[src/rtl/branch_resolve_unit.sv]
// ============================================================================
// Module      : branch_resolve_unit
// Description : Execute-stage branch/jump resolution with a link-result FIFO.
//               Optional statistics counters enabled by defining BRU_STATS_EN.
// Revision    : 1.0 - initial release
// ============================================================================
`default_nettype none

module branch_resolve_unit #(
  parameter int XLEN     = 32,
  parameter int WB_DEPTH = 2,
  parameter int ID_W     = 3
) (
  input  logic            clk,
  input  logic            rst,
  input  logic            issue_valid,
  output logic            issue_ready,
  input  logic [XLEN-1:0] rs1,
  input  logic [XLEN-1:0] rs2,
  input  logic [XLEN-1:0] pc,
  input  logic [XLEN-1:0] offset,
  input  logic [2:0]      fn3,
  input  logic            is_branch,
  input  logic            is_jal,
  input  logic            is_jalr,
  input  logic            use_signed,
  input  logic            pred_taken,
  input  logic [XLEN-1:0] pred_target,
  input  logic [ID_W-1:0] tag,
  input  logic            flush,
  output logic            ex_valid,
  output logic            ex_taken,
  output logic [XLEN-1:0] ex_target,
  output logic [XLEN-1:0] ex_pc,
  output logic            ex_mispredict,
  output logic            wb_done,
  output logic [XLEN-1:0] wb_rd,
  output logic [ID_W-1:0] wb_tag,
  input  logic            wb_accepted
`ifdef BRU_STATS_EN
  ,
  output logic [31:0]     stat_resolved,
  output logic [31:0]     stat_mispredict
`endif
);

  localparam int                c_PTR_W   = $clog2(WB_DEPTH);
  localparam int                c_CNT_W   = c_PTR_W + 1;
  localparam logic [c_PTR_W-1:0] c_PTR_ONE = c_PTR_W'(1);
  localparam logic [c_CNT_W-1:0] c_CNT_ONE = c_CNT_W'(1);
  localparam logic [c_CNT_W-1:0] c_DEPTH   = c_CNT_W'(WB_DEPTH);
  localparam logic [XLEN-1:0]    c_FOUR    = XLEN'(4);
  localparam logic [XLEN-1:0]    c_LSB_CLR = ~(XLEN'(1));

  logic              r_ex_valid, r_ex_taken, r_ex_mis, r_ex_link;
  logic [XLEN-1:0]   r_ex_target, r_ex_pc, r_ex_rd;
  logic [ID_W-1:0]   r_ex_tag;
  logic [XLEN-1:0]   r_fifo_rd  [WB_DEPTH];
  logic [ID_W-1:0]   r_fifo_tag [WB_DEPTH];
  logic [c_PTR_W-1:0] r_wr_ptr, r_rd_ptr;
  logic [c_CNT_W-1:0] r_count;

  logic              w_accept, w_eq, w_lt, w_cmp, w_taken, w_mis;
  logic              w_push, w_pop, w_push_ok;
  logic [XLEN:0]     w_sub;
  logic [XLEN-1:0]   w_jump_tgt, w_pc4, w_target;
  logic [c_CNT_W-1:0] w_pending;

  // Sign-extend by one bit so a single subtract covers signed and unsigned order.
  assign w_sub = {use_signed & rs1[XLEN-1], rs1} - {use_signed & rs2[XLEN-1], rs2};
  assign w_eq  = ~|w_sub[XLEN-1:0];
  assign w_lt  = w_sub[XLEN];

  always_comb begin
    w_cmp = 1'b0;
    case (fn3)
      3'b000:  w_cmp = w_eq;
      3'b001:  w_cmp = ~w_eq;
      3'b100:  w_cmp = w_lt;
      3'b101:  w_cmp = ~w_lt;
      3'b110:  w_cmp = w_lt;
      3'b111:  w_cmp = ~w_lt;
      default: w_cmp = 1'b0;
    endcase
  end

  assign w_taken    = (is_branch & w_cmp) | is_jal | is_jalr;
  assign w_jump_tgt = is_jalr ? ((rs1 + offset) & c_LSB_CLR) : (pc + offset);
  assign w_pc4      = pc + c_FOUR;
  assign w_target   = w_taken ? w_jump_tgt : w_pc4;
  assign w_mis      = (w_taken != pred_taken) | (w_taken & (pred_target != w_target));

  // A link op still in ex will claim a FIFO slot next cycle, so it is reserved now.
  assign w_pending   = (r_ex_valid & r_ex_link) ? c_CNT_ONE : '0;
  assign issue_ready = ((r_count + w_pending) < c_DEPTH) & ~flush;
  assign w_accept    = issue_valid & issue_ready;

  assign w_push    = r_ex_valid & r_ex_link & ~flush;
  assign w_pop     = (r_count != '0) & wb_accepted;
  assign w_push_ok = w_push & ((r_count != c_DEPTH) | w_pop);

  always_ff @(posedge clk) begin
    if (rst) begin
      r_ex_valid  <= 1'b0;
      r_ex_taken  <= 1'b0;
      r_ex_mis    <= 1'b0;
      r_ex_link   <= 1'b0;
      r_ex_target <= '0;
      r_ex_pc     <= '0;
      r_ex_rd     <= '0;
      r_ex_tag    <= '0;
    end else begin
      r_ex_valid <= w_accept;
      r_ex_mis   <= w_accept & w_mis;
      if (w_accept) begin
        r_ex_taken  <= w_taken;
        r_ex_link   <= is_jal | is_jalr;
        r_ex_target <= w_target;
        r_ex_pc     <= pc;
        r_ex_rd     <= w_pc4;
        r_ex_tag    <= tag;
      end
    end
  end

  always_ff @(posedge clk) begin
    if (rst) begin
      r_wr_ptr <= '0;
      r_rd_ptr <= '0;
      r_count  <= '0;
      for (int i = 0; i < WB_DEPTH; i++) begin
        r_fifo_rd[i]  <= '0;
        r_fifo_tag[i] <= '0;
      end
    end else begin
      if (w_push_ok) begin
        r_fifo_rd[r_wr_ptr]  <= r_ex_rd;
        r_fifo_tag[r_wr_ptr] <= r_ex_tag;
        r_wr_ptr             <= r_wr_ptr + c_PTR_ONE;
      end
      if (w_pop) begin
        r_rd_ptr <= r_rd_ptr + c_PTR_ONE;
      end
      case ({w_push_ok, w_pop})
        2'b10:   r_count <= r_count + c_CNT_ONE;
        2'b01:   r_count <= r_count - c_CNT_ONE;
        default: r_count <= r_count;
      endcase
    end
  end

  assign ex_valid      = r_ex_valid & ~flush;
  assign ex_taken      = r_ex_taken;
  assign ex_target     = r_ex_target;
  assign ex_pc         = r_ex_pc;
  assign ex_mispredict = r_ex_mis & ~flush;
  assign wb_done       = (r_count != '0);
  assign wb_rd         = r_fifo_rd[r_rd_ptr];
  assign wb_tag        = r_fifo_tag[r_rd_ptr];

`ifdef BRU_STATS_EN
  always_ff @(posedge clk) begin
    if (rst) begin
      stat_resolved   <= '0;
      stat_mispredict <= '0;
    end else begin
      if (ex_valid && (stat_resolved != 32'hFFFF_FFFF)) begin
        stat_resolved <= stat_resolved + 32'd1;
      end
      if (ex_mispredict && (stat_mispredict != 32'hFFFF_FFFF)) begin
        stat_mispredict <= stat_mispredict + 32'd1;
      end
    end
  end
`endif

endmodule

`default_nettype wire

[config.mk]
export PLATFORM = sky130hd
export DESIGN_NAME = branch_resolve_unit
export DESIGN_NICKNAME = d
export VERILOG_FILES = /design/src/rtl/branch_resolve_unit.sv
export SDC_FILE = /design/constraint.sdc
export NUM_CORES = 1
export LEC_CHECK = 0
export CAP_MARGIN = 15
export CORE_MARGIN = 1.5
export CORE_UTILIZATION = 45
export CTS_CLUSTER_DIAMETER = 50
export DETAILED_ROUTE_END_ITERATION = 6
export HOLD_SLACK_MARGIN = 0.02
export PLACE_DENSITY = 0.72
export SLEW_MARGIN = 20
export SYNTH_ARGS = -nofsm -noshare
export SYNTH_HDL_FRONTEND = slang
export SYNTH_SLANG_ARGS = --single-unit
[constraint.sdc]
create_clock -name clk -period 6.5 [get_ports clk]
set_input_delay 0.65 -clock clk [delete_from_list [all_inputs] [get_ports clk]]
set_output_delay 0.65 -clock clk [all_outputs]
set_load 0.02 [all_outputs]
==> qor.yml <==
status: "complete, no violations"
layout_commonest_cell: "clkdlybuf4s50_1"
synthCells: 1741
ys_seq_area_frac: 0.303
end_kind: "register"
drc_errors: 0
antenna_found_initial: 1
fin_crit_ns: 6.17
grtUsageTotal: 0.300
p_leak_nw: 7.35
synth-xor-area-share: 0.0685
core_area_um2: 30500
final_cell_mix: "278 x clkdlybuf4s50_1, 215 x nand2_1, 158 x a21oi_1"
num_rows: 64
powerDensity_nw_per_um2: 191
period_share: 0.950
cts_tree: "done"
dpl.hpwl_mm: 39.7
crit_type: "in -> reg"
finalSetupViolCount: 0
async_flop_share: 0
max_freq_ghz: 0.162
synth_fa_ha_area_frac: 0.0887
grt_pass1_wl_mm: 73.3
hold_viol_final: 0
clk_pin_slew_ns: 0.06
first_global_vias: 13595
synth_flop_cell: "dfxtp_1"
routed_via_density: 5.72
synth_top_family_by_area: "simple AND/OR/NAND/NOR gates"
io_pins: 280
num_vias: 14207
drt_iter0_markers: 941
place_worst_setup_slack_ns: -0.346
clock_path_buffers: 2
yosysUniqueCellTypes: 86
nets: 2348
ctsHtreeMaxLevel: 4
cap_violations: 0
syn-num-nets: 2014
synth.yosys.warnings: 0
required_ns: 6.81
place_inst: 2449
worstHoldPathCells: 2
synthMuxAreaShare: 0.0356
die_area_um2: 32000
ys_seq_elements: 176
die_y_um: 179
antenna_cells: 0
synthToLayoutAreaGrowth_pct: 32.8
placed_area_um2: 17800
grt_max_degree: 102
avgSynthCellArea_um2: 8.01
design_area_um2: 18500
critPathArrivalTime_ns: 6.48
port_buffers: 279
p_comb_frac: 0.355
clock_latency_ns: 0.43
cts_buffers: 17
gp_routability_congestion: 0.913
first_pass_iters: 5
whs_ns: 0.453
clock_skew_ns: 0.0129
switching_share: 0.330
nFillCells: 2664
drt_wl_total_mm: 49.5
synth-edff-count: 70
synth_compound_area_frac: 0.227
initial_utilization: 0.457
cts_num_sinks: 176
finalMaxSlewViolations: 0
clkPwrFrac: 0.298
fin_tns_setup_ns: 0
seqPwrFrac: 0.347
layout-drive-gt1-share: 0.112
max_slew_margin: 0.263
hold_path_class: "reg -> reg"
peakVddDrop_v: 0.000179
syn_area_um2: 13900
rr_worst_depth: 7
tightest_slew_ns: 1.10
p_sw_mw: 1.17
worstSetupStartpointType: "primary input"
synth_simple_gate_area_frac: 0.235
postRouteAntennaNets: 0
clockRootBuffer: "clkbuf_16"
layout.cells.non_filler: 2484
fin_ws_ns: 0.328
die_x_um: 179
routedWlPerCell_um: 19.9
rsz0062_at_grt: "no"
grt-ovfl-total: 0
cts-hold-fix-buffers: 0
p_int_mw: 2.37
critical_path.max_fanout: 9
per-layer routing:
metal | track usage | vias up | part of all wire
met3 | 0.0365 | 93 | 0.055
met5 | 0 | - | 0.00028
met1 | 0.376 | 6648 | 0.43
met4 | 0.117 | 2 | 0.034
met2 | 0.522 | 500 | 0.48
li1 | - | 6964 | -
metrics by stage:
step,total power [mW],util
global placement,2.47,0.583
floorplan,1.96,-
finish,3.54,0.607
global route,3.69,0.607
detailed placement,2.48,0.583
CTS,3.53,0.603
cells in the mapped netlist, types with 58 or more instances:
library cell,count,share of area
dfxtp_1,106,0.15
a21oi_1,158,0.057
o21ai_0,70,0.025
inv_1,62,0.017
edfxtp_1,70,0.15
xnor2_1,58,0.036
nor2_1,154,0.041
and2_1,90,0.040
nand2_1,216,0.058
clkbuf_1,68,0.018
nand3_1,59,0.021
ha_1,94,0.084
flip-flops by register name, indices dropped and copies added (netlist names), 2 cells and up, named ones only:
| signal | flops |
|---|---|
| ex_pc | 32 |
| r_ex_rd | 30 |
| r_ex_tag | 3 |
| r_count | 2 |
| r_fifo_rd | 64 |
| r_fifo_tag | 6 |
| ex_target | 32 |
worst max-delay path: stages:
cell and delay, ns:
clkdlybuf4s50_1 0.48, inv_1 0.05, ha_1 0.22, fa_2 0.36, buf_4 0.14, xnor2_1 0.12
a21oi_1 0.11, nor4b_2 0.21, nand4b_1 0.14, nor4_2 0.28, buf_4 0.16, nand4_1 0.13
or4_1 0.43, or4_4 0.43, o31a_1 0.36, o21a_4 0.25, buf_4 0.18, o22ai_1 0.16
o211ai_1 0.12, a2111oi_2 0.38, buf_4 0.18, nand4_1 0.13, or4_1 0.55, a32o_1 0.24
layout make-up:
type,instances,area [um^2],area share
flip-flops and latches,176,4220,0.228
multi-input cells,1418,9220,0.498
clock buffers,18,429,0.0232
well taps,396,495,0.0268
clock inverters,14,179,0.00967
inverters,63,236,0.0128
repair buffers,399,3720,0.201
worst paths after layout:
kind	slack, ns	start	to
worst max-delay path	0.33	rs1[0]	r_ex_mis$_SDFF_PP0_
worst min-delay path	0.45	ex_target[19]$_SDFFE_PP0P_	ex_target[19]$_SDFFE_PP0P_
worst max register to register	3.77	r_count[0]$_SDFFE_PP0P_	r_ex_mis$_SDFF_PP0_
worst min register to register	0.45	ex_target[19]$_SDFFE_PP0P_	ex_target[19]$_SDFFE_PP0P_
kinds of logic after synthesis:
logic type / Yosys count
muxes: 45
adders and majority gates: 97
AOI/OAI and AO/OA: 488
xor gates and xnor gates: 109
buffers and inverters: 147
and+or+nand+nor: 679
DFF: 176
power groups by stage:
stage	sequential (mW)	clock, mW	combinational (mW)
floorplan	1.27	0	0.690
global placement	1.25	0	1.22
detailed placement	1.25	0	1.23
CTS	1.23	1.07	1.23
global route	1.23	1.10	1.36
finish	1.23	1.05	1.26
timing repair:
| item | CTS | global route |
|---|---|---|
| endpoints found under the setup margin | 0 | 1 |
| resized for setup | 0 | 15 |
| hold endpoints to repair | 0 | 0 |
| setup buffers | 0 | 2 |
(Power assumes the default switching activity.)
